===== config.mk =====
export PLATFORM = sky130hd
export DESIGN_NAME = fifo_mem_responder
export DESIGN_NICKNAME = d
export VERILOG_FILES = /design/src/rtl/fifo_mem_responder.sv
export SDC_FILE = /design/constraint.sdc
export NUM_CORES = 1
export LEC_CHECK = 0
export CAP_MARGIN = 20
export CORE_AREA = 8 8 127 129
export CTS_CLUSTER_SIZE = 25
export DETAILED_ROUTE_END_ITERATION = 10
export DIE_AREA = 0 0 135 137
export GPL_TIMING_DRIVEN = 0
export MAX_ROUTING_LAYER = met4
export SYNTH_ARGS = -nofsm -noshare
export SYNTH_HDL_FRONTEND = slang
export SYNTH_SLANG_ARGS = --single-unit

===== constraint.sdc =====
create_clock -name CLK -period 3.05 [get_ports CLK]
set_input_delay 0.61 -clock CLK [delete_from_list [all_inputs] [get_ports CLK]]
set_output_delay 0.61 -clock CLK [all_outputs]
set_load 0.02 [all_outputs]

===== src/rtl/fifo_mem_responder.sv =====
// Byte-stream request executor: pops request packets, runs one memory transaction, pushes a response.
// Optional MEM_REQ timeout enabled by defining FIFO_RESP_TIMEOUT_EN.
module fifo_mem_responder #(
  parameter int unsigned TIMEOUT_CYCLES = 1024
) (
  input  logic        CLK,
  input  logic        RESETn,
  output logic        RDEN,
  input  logic        RDEMPTY,
  input  logic [7:0]  RDDATA,
  output logic        WREN,
  input  logic        WRFULL,
  output logic [7:0]  WRDATA,
  output logic        MEM_REQ,
  output logic        MEM_WRITE,
  output logic [1:0]  MEM_SIZE,
  output logic [31:0] MEM_ADDR,
  output logic [31:0] MEM_WDATA,
  input  logic        MEM_ACK,
  input  logic [31:0] MEM_RDATA,
  input  logic        MEM_ERR,
  output logic        BUSY
);

  typedef enum logic [2:0] {
    S_HDR, S_ADDR, S_WDATA, S_MEM, S_RESP, S_RDATA
  } state_t;

  if (TIMEOUT_CYCLES < 1) begin : g_bad_timeout
    $error("TIMEOUT_CYCLES must be at least 1");
  end

  state_t      state;
  logic        run;
  logic        pend;
  logic [1:0]  cnt;
  logic [1:0]  n_last;
  logic [7:0]  status;
  logic        write;
  logic [1:0]  size;
  logic [31:0] addr;
  logic [31:0] wdata;
  logic [31:0] rdata;
  logic        req;
  logic        need;
  logic        hdr_bad;
  logic        misalign;
  logic [7:0]  wr_byte;

  assign need = run & ((state == S_HDR) | (state == S_ADDR) |
                       (state == S_WDATA));
  assign RDEN = need & ~pend & ~RDEMPTY;
  assign WREN = ((state == S_RESP) | (state == S_RDATA)) & ~WRFULL;
  assign WRDATA = wr_byte;

  assign hdr_bad = RDDATA[6] | (|RDDATA[3:0]) | (&RDDATA[5:4]);
  assign misalign = ((size == 2'd1) & addr[0]) |
                    ((size == 2'd2) & (|addr[1:0]));

  assign MEM_REQ   = req;
  assign MEM_WRITE = write;
  assign MEM_SIZE  = size;
  assign MEM_ADDR  = addr;
  assign MEM_WDATA = wdata;
  assign BUSY      = (state != S_HDR);

  // Index of the last data byte for the current transfer size.
  always_comb begin
    n_last = 2'd3;
    unique case (size)
      2'd0:    n_last = 2'd0;
      2'd1:    n_last = 2'd1;
      default: n_last = 2'd3;
    endcase
  end

  // Outgoing byte: status first, then read data LSB first.
  always_comb begin
    wr_byte = 8'h00;
    unique case (1'b1)
      state == S_RESP:  wr_byte = status;
      state == S_RDATA: wr_byte = rdata[{cnt, 3'b000} +: 8];
      default: ;
    endcase
  end

`ifdef FIFO_RESP_TIMEOUT_EN
  logic [31:0] tcnt;
  logic        tmo;

  assign tmo = req & (tcnt == 32'(TIMEOUT_CYCLES - 1));

  // Counts cycles with MEM_REQ high; idle value is zero on MEM entry.
  always_ff @(posedge CLK or negedge RESETn) begin
    if (!RESETn) begin
      tcnt <= '0;
    end else if ((state != S_MEM) || !req) begin
      tcnt <= '0;
    end else begin
      tcnt <= tcnt + 32'd1;
    end
  end
`endif

  // Packet sequencer: fetch, execute, respond.
  always_ff @(posedge CLK or negedge RESETn) begin
    if (!RESETn) begin
      state  <= S_HDR;
      run    <= 1'b0;
      pend   <= 1'b0;
      cnt    <= 2'd0;
      status <= 8'h00;
      write  <= 1'b0;
      size   <= 2'd0;
      addr   <= '0;
      wdata  <= '0;
      rdata  <= '0;
      req    <= 1'b0;
    end else begin
      run  <= 1'b1;
      pend <= RDEN;
      unique case (state)
        S_HDR: begin
          if (pend) begin
            cnt   <= 2'd0;
            wdata <= '0;
            if (hdr_bad) begin
              status <= 8'h02;
              state  <= S_RESP;
            end else begin
              write <= RDDATA[7];
              size  <= RDDATA[5:4];
              state <= S_ADDR;
            end
          end
        end
        S_ADDR: begin
          if (pend) begin
            addr[{cnt, 3'b000} +: 8] <= RDDATA;
            cnt <= cnt + 2'd1;
            if (cnt == 2'd3) begin
              cnt   <= 2'd0;
              state <= write ? S_WDATA : S_MEM;
            end
          end
        end
        S_WDATA: begin
          if (pend) begin
            wdata[{cnt, 3'b000} +: 8] <= RDDATA;
            cnt <= cnt + 2'd1;
            if (cnt == n_last) begin
              cnt   <= 2'd0;
              state <= S_MEM;
            end
          end
        end
        S_MEM: begin
          if (!req) begin
            if (misalign) begin
              status <= 8'h01;
              state  <= S_RESP;
            end else begin
              req <= 1'b1;
            end
          end else if (MEM_ACK) begin
            req    <= 1'b0;
            status <= {7'd0, MEM_ERR};
            rdata  <= MEM_RDATA;
            state  <= S_RESP;
          end
`ifdef FIFO_RESP_TIMEOUT_EN
          else if (tmo) begin
            req    <= 1'b0;
            status <= 8'h03;
            state  <= S_RESP;
          end
`endif
        end
        S_RESP: begin
          if (!WRFULL) begin
            cnt   <= 2'd0;
            state <= ((status == 8'h00) && !write) ? S_RDATA : S_HDR;
          end
        end
        S_RDATA: begin
          if (!WRFULL) begin
            cnt <= cnt + 2'd1;
            if (cnt == n_last) begin
              cnt   <= 2'd0;
              state <= S_HDR;
            end
          end
        end
        default: state <= S_HDR;
      endcase
    end
  end

endmodule


==> results.txt, run 1 <==
* Max_cap viols: 0
- Average vias per placed instance: 5.06
* Post-Syn Nets: 453
- Half-perimeter wire length after detailed placement: 9.88 mm
- From synthesis to final layout, the design area changed by 35.0%.
* Share of the yosys chip area belonging to registers: 56.0%
- The clock arrives with 0.0111 ns of skew.
- The design draws 4.59 mW.
- Floorplan Core Area: 0.0142 sq mm
* Leakage power summed over all cells: 2.93 nW
- Clock-pin slew was measured on the worst setup and hold paths at 0.08 ns.
* Proportion of power drawn by the clock network: 24.5%
- Die extent in x: 135 um
* 1st-iter DRT viols: 170
- Basic-gate share of the synthesized area counting and, or, nand and nor cells: 12.9%
- In this run the critical register-to-register path is captured at MEM_WDATA[16].
- Crit Path Category: register to output port
- Synthesis warning total: 0
- The routed design has 13.1 mm of wire.
* P per Cell Area: 698 mW/mm^2
- The critical path goes through buf_6 > mux4_2 > mux2i_1 > nor2_1 > clkdlybuf4s50_1.
- Routability-driven placement finished with a final weighted congestion of 0.791.
- Top-count cell post-synth: dfrtp_1
- CP required: 2.44 ns
* Least-Margin Pin Slew: 0.739 ns
- Part of the total power dissipated in combinational logic: 34.8%
- Fraction of final layout cells with drive strength greater than 1: 17.2%
- Synthesized area divided by synthesized cell count: 12.1 sq um
- Excluding fillers, the count of instances in the completed layout stands at 719.
* Final Hold Viols: 0
- Including well taps, the total number of placed cells is 703.
* Effective utilization at floorplan: 34.3%
- dfrtp_1 takes more of the synthesized area than any other cell.
* Post-synthesis adder-cell area fraction: 1.28%
- Number of enable-type register cells in the synthesized netlist: 0
- TritonCTS Buffers: 9
- Total DRC errors in the routed layout: 0
* Flops & latches, synth: 109
- Pin count of the biggest net entering global routing: 61
- Number of port buffers: 116
- By area the synthesized netlist is led by dfrtp_1, mux2_2, nand2_1.
- Fmax: 338 MHz
- Chip Height: 137 um
- Fraction of synthesized cell area in xor and xnor cells: 0.180%
- The first global-routing pass estimated 20.8 mm of wire.
- Area share of the leading cell type in the synthesized netlist: 56.0%
- By area, the combinational part of the netlist is dominated by multiplexers.
- Post-CTS setup-driven buffer insertion count: 0
- Number of buffers added to fix hold violations after cts: 0
* Worst-case reg-to-reg path depth: 7
- The worst setup path is captured at an output port.
- The first detailed-routing pass ran for 5 iterations.
- Yosys mapped the design onto 51 distinct sky130hd cell types.
- The synthesized netlist devotes 12.9% of its cell area to compound gates.
* Count of antenna diodes in the layout: 0
- The run finished with clean final reports.
- Of the available clock period, the critical path in the final layout requires 97.0%.
- Post-Synthesis Cell Area: 0.00487 sq mm
* Buffer levels on the longest clock path: 2
- CTS built an H-tree with a depth of 3.
* Leftover overflow at the end of global routing: 0
- For this run, the total global-route usage over all layers was measured as 15.0%.
- Cells after synthesis: 402
- Switching power as a share of total power: 35.4%
- In the final design database the tool counted 581 nets.
* Count of pins over their slew limit: 0
* Cell with the largest stage delay on the worst path: clkdlybuf4s50_1
- At the later pin of the worst-skew pair, clock insertion delay measures 0.36 ns.
* CTS tree: done
- In this run the worst path has a maximum fanout of 10.
- The initial antenna violation count came to 0.
- Hold Path Class: input pin to async pin
* Register-to-register setup slack: 0.54 ns
- Post-DRT Antenna Nets: 0
* Number of primary I/O pins: 125
* Startpoint class of the critical path: register
- Die area: 0.0185 sq mm
- The largest single stage delay on the critical path is 0.55 ns.
- Async set-or-reset flop fraction in the synthesized netlist: 100%
- Setup repair after global routing left no endpoint under its margin.
* Setup Viol. Count Final: 0
- Cell internal power was estimated by the tool at 2.96 mW.
- Main synth FF type: dfrtp_1
* Worst vdd rail ir drop: 281 uV
* Critical path launch point: cnt[0]
- Multiplexer area fraction after synthesis: 13.7%
- In the final routed layout, each cell accounts on average for 18.2 um.
* Net Sw Power: 1.62 mW
* Top post-synthesis cells by count: dfrtp_1, nand2_1, o21ai_0
* Share of power burned in registers: 40.7%
* Post-place setup slack: 0.194 ns
- Final WS setup: 0.0925 ns
* Vias in the first global route: 3838
* TritonCTS sink count: 109
- FF-to-FF Start: cnt[1]
- Arrival time at the worst endpoint: 2.35 ns
* Worst-case headroom to the max-slew limit: 50.7%
- The routed design could run at a clock period as short as 2.96 ns.
- Row generation in the floorplan step produced 44 rows.
- Number of vias in the routed layout: 3637
- Root buffer cell: clkbuf_16
-- critical path, delay by kind of cell (launching register included) --
family	cells	cell delay, ns
simple gates	1	0.08
mux	2	0.71
flops	1	0.44
buf+inv	2	0.76
-- flip-flops by register name (all words and copies together) (netlist names), 2 cells and up --
signal	count
MEM_ADDR	32
status	2
cnt	2
rdata	32
MEM_SIZE	2
state	3
MEM_WDATA	32
-- metrics by stage --
step	hold slack, ns	TNS (ns)	utilization [%]	area [sq um]
2_1_floorplan	0.314	0	-	4870
3_3_place_gp	0.465	-298.23	44.1	6260
3_5_place_dp	0.472	0	44.3	6290
4_1_cts	0.293	0	46.3	6570
5_1_grt	0.324	0	46.3	6570
6_report	0.272	0	46.3	6570
-- power groups by stage --
stage / combinational [mW] / sequential, mW / clock (mW)
after global routing: 1.74 / 1.90 / 1.21
after detailed placement: 1.61 / 1.89 / 0
final: 1.60 / 1.87 / 1.12
after CTS: 1.62 / 1.87 / 1.16
after floorplan: 0.713 / 2.07 / 0
after global placement: 1.58 / 1.89 / 0
-- cells by family (layout without fill, tap and decap cells) --
kind of cell | Yosys count | count (layout)
compound gates | 87 | 87
simple gates | 123 | 123
xor+xnor | 1 | 1
flops | 109 | 109
buf+inv | 27 | 160
mux | 49 | 49
fa+ha+maj | 5 | 5
other cells | 1 | 1
-- placed cells by master, fill, tap and decap left out, types with 4 or more instances in the layout --
cell type	count
mux2_4	4
clkbuf_1	9
a22o_1	32
and2_1	7
buf_4	9
ha_1	5
mux4_2	5
o21ai_0	35
nor3_1	4
dfrtp_1	108
o21ai_1	6
mux2_2	34
and3_1	5
clkbuf_16	9
nor2_1	9
clkdlybuf4s50_1	115
nand2_1	77
-- layout make-up --
type / count / area, sq um
fillers: 1310 / 7630
clock buffers: 10 / 229
repair buffers: 117 / 1190
multi-input cells: 266 / 2000
clock inverters: 6 / 52.6
flip-flops and latches: 109 / 2730
well taps: 184 / 230
plain buffers: 23 / 131
inverters: 4 / 15.0
-- layer usage --
layer	share of wire (%)	vias to the layer above	GRT usage [%]
li1	-	1694	-
met1	46	1809	18.6
met2	47	120	23.5
met3	6.1	14	3.52
met4	1.6	0	5.49
met5	0	-	-
-- worst max path at each step --
stage	end	slack [ns]	depth (start not counted)
floorplan	MEM_WDATA[22]	0.86	7
global placement	rdata[15]	-2.74	1
detailed placement	MEM_WDATA[16]	0.19	7
CTS	WRDATA[0]	0.02	5
global route	WRDATA[0]	0.02	5
finish	WRDATA[0]	0.09	5
-- timing repair --
item / CTS / global route
resized for setup: 2 / 2
gates cloned: 0 / 0
setup endpoints to repair: 8 / 2
(Power assumes the default switching activity.)
==> run 2, diff against run 1 <==
CORE_AREA = 8 8 146 114   (was 8 8 127 129)
DIE_AREA = 0 0 154 122   (was 0 0 135 137)
==> results.txt, run 2 (synthesis results as in run 1) <==
- The number of hold violations in the final report was 0 (unchanged).
- Least-Margin Pin Slew: 0.800 ns (+0.0613 ns)
- The number of ports placed on the die boundary was 125 (unchanged).
- Final hold slack: 0.351 ns (+0.0797 ns)
- Setup Skew: 0.00627 ns (-0.00481 ns)
- Half-perimeter wire length after detailed placement: 10.2 mm (+3.5%)
- The count of fill cells added during filler insertion came to 1296 (-1.1%).
- 1st-iter DRT viols: 217 (+28%)
- The cell area after placement came to 0.00628 sq mm (about the same).
- Number of vias in the routed layout: 3610 (-0.74%)
* Die extent in x: 154 um (+14%)
- The data arrival time at the worst-slack endpoint is 2.30 ns (-0.05 ns).
- RSZ-0062 raised after global routing: false
- Post-place setup slack: 0.192 ns (-0.00236 ns)
- Row count: 38 (-14%)
- First-pass DRT Iterations: 4 (-1)
* Inst Count DP: 699 (-0.57%)
- Commonest cells after routing, fill and taps aside: clkdlybuf4s50_1, dfrtp_1, nand2_1, o21ai_0, mux2_2
* Final worst path period need: 2.91 ns (-0.0455 ns)
* Average vias per placed instance: 5.05 (-0.19%)
* Vias in the first global route: 3861 (+0.60%)
- The number of pins exceeding their max-slew limit in the final report is 0 (unchanged).
- Chip Height: 122 um (-11%)
- P per Cell Area: 711 mW/mm^2 (+2.0%)
- The sum of negative setup slack is 0 ns (unchanged).
- Leaving out fill and tap cells, the most frequent cell in the layout is clkdlybuf4s50_1.
- Max_cap viols: 0 (unchanged)
- Total area of multi-input combinational cells: 0.00200 sq mm (unchanged)
* Endpoint class of the critical path: output port
* Register cell area after layout: 0.00273 sq mm (unchanged)
- The overall power of the completed layout was 4.69 mW (+2.3%).
- The area enclosed by the die boundary came to 0.0188 sq mm (+1.6%).
- Worst-case headroom to the max-slew limit: 46.6% (-4.1 points)
- The data required time at the worst endpoint is 2.44 ns (about the same).
* CTS tree: done
- Count of antenna diodes in the layout: 0 (unchanged)
- H-tree depth reported by CTS: 3 (unchanged)
* Total DRC errors in the routed layout: 0 (unchanged)
* Floorplan Core Area: 0.0142 sq mm (about the same)
* Post-DRT Antenna Nets: 0 (unchanged)
* Crit path max fanout: 10 (unchanged)
- The clock-pin slew on the worst setup and hold paths came to 0.07 ns (about the same).
- Compared with the post-synthesis result, the final layout area differs by 35.4%.
* Average detailed-routed wire length per instance: 19.5 um (+6.7%)
- Buffer levels on the longest clock path: 2 (unchanged)
- Pin count of the biggest net entering global routing: 62 (+1.6%)
- Final Cell Area: 0.00660 sq mm (+0.36%)
* TritonCTS sink count: 109 (unchanged)
- TritonCTS Buffers: 9 (unchanged)
- Run status: completed
* Final WS setup: 0.138 ns (+0.0455 ns)
* Overall Global Routing Usage: 15.3% (+0.29 points)
* Clk Latency, worst-skew pair: 0.34 ns (-0.02 ns)
- Clock tree synthesis selected as its root buffer the cell clkbuf_16.
- Leftover overflow at the end of global routing: 0 (unchanged)
* Setup Viol. Count Final: 0 (unchanged)
* Non-Filler Instances: 715 (-0.56%)
- The post-layout utilization of the core came to 46.4% (+0.13 points).
- Final layout net count: 581 (unchanged)
- Number of port buffers: 116 (unchanged)
- The critical path in this run is classified as register to output port.
* Wirelength, routed: 13.9 mm (+6.1%)
- The peak ir drop on the vdd network is 395 uV (+41%).
- The last weighted congestion value of the routability-driven placer came to 0.796 (+0.67%).
- The share of the clock period used by the worst path after layout came to 95.5% (-1.5 points).
- The effective utilization at floorplan is 34.3% (about the same).
* Initial antenna violation count: 0 (unchanged)
- Post-CTS setup-driven buffer insertion count: 0 (unchanged)
* Hold Path Class: input pin to async pin
- The worst setup path is launched from a register.
* Fmax: 343 MHz (+1.6%)
- Global-route wire length before repair: 21.7 mm (+4.0%)
- Fraction of final layout cells with drive strength greater than 1: 17.2% (unchanged)
* Leakage power summed over all cells: 2.95 nW (+0.69%)
## run 2: critical path, stage by stage, from the launching register on
cell,delay [ns]
dfrtp_1,0.52
buf_2,0.34
mux4_2,0.35
mux2i_1,0.15
nor2_1,0.05
clkdlybuf4s50_1,0.55
## run 2: per-layer routing
layer	track usage, %	share of wire, %	wire length (um)	vias to the layer above
met5	-	0	0	-
met2	23.3	45	6230	84
li1	-	-	-	1684
met3	3.47	4.2	588	10
met4	3.48	0.86	120	0
met1	20.4	50	6970	1832
## run 2: path summary, 6_finish.rpt
path / from / to / slack (ns) / cells after the start
max: cnt[1] / WRDATA[1] / 0.14 / 5
min: RESETn / rdata[20] / 0.35 / 1
max reg2reg: cnt[1] / MEM_WDATA[20] / 0.50 / 7
min reg2reg: MEM_ADDR[29] / MEM_ADDR[29] / 0.48 / 2
max in group asynchronous: RESETn / cnt[0] / 1.96 / 2
min in group CLK: MEM_ADDR[29] / MEM_ADDR[29] / 0.48 / 2
## run 2: layout make-up
class,count,share of cell area (%)
multi-input cells,266,30.3
clock buffers,13,4.10
plain buffers,23,1.95
clock inverters,3,0.645
inverters,4,0.228
repair buffers,117,18.0
well taps,180,3.41
flip-flops and latches,109,41.4
## run 2: report_power, final
part           switching, mW  leakage [nW]  internal (mW)
Clock                  0.511         0.152          0.704
Sequential             0.191          1.39           1.68
Combinational          0.894          1.41          0.711
## run 2: what timing repair did
item | CTS | global route
gates resized for setup | 1 | 2
endpoints found under the setup margin | 8 | 5
gates cloned | 0 | 0
hold buffers | 0 | 0
pin swaps | 0 | 0
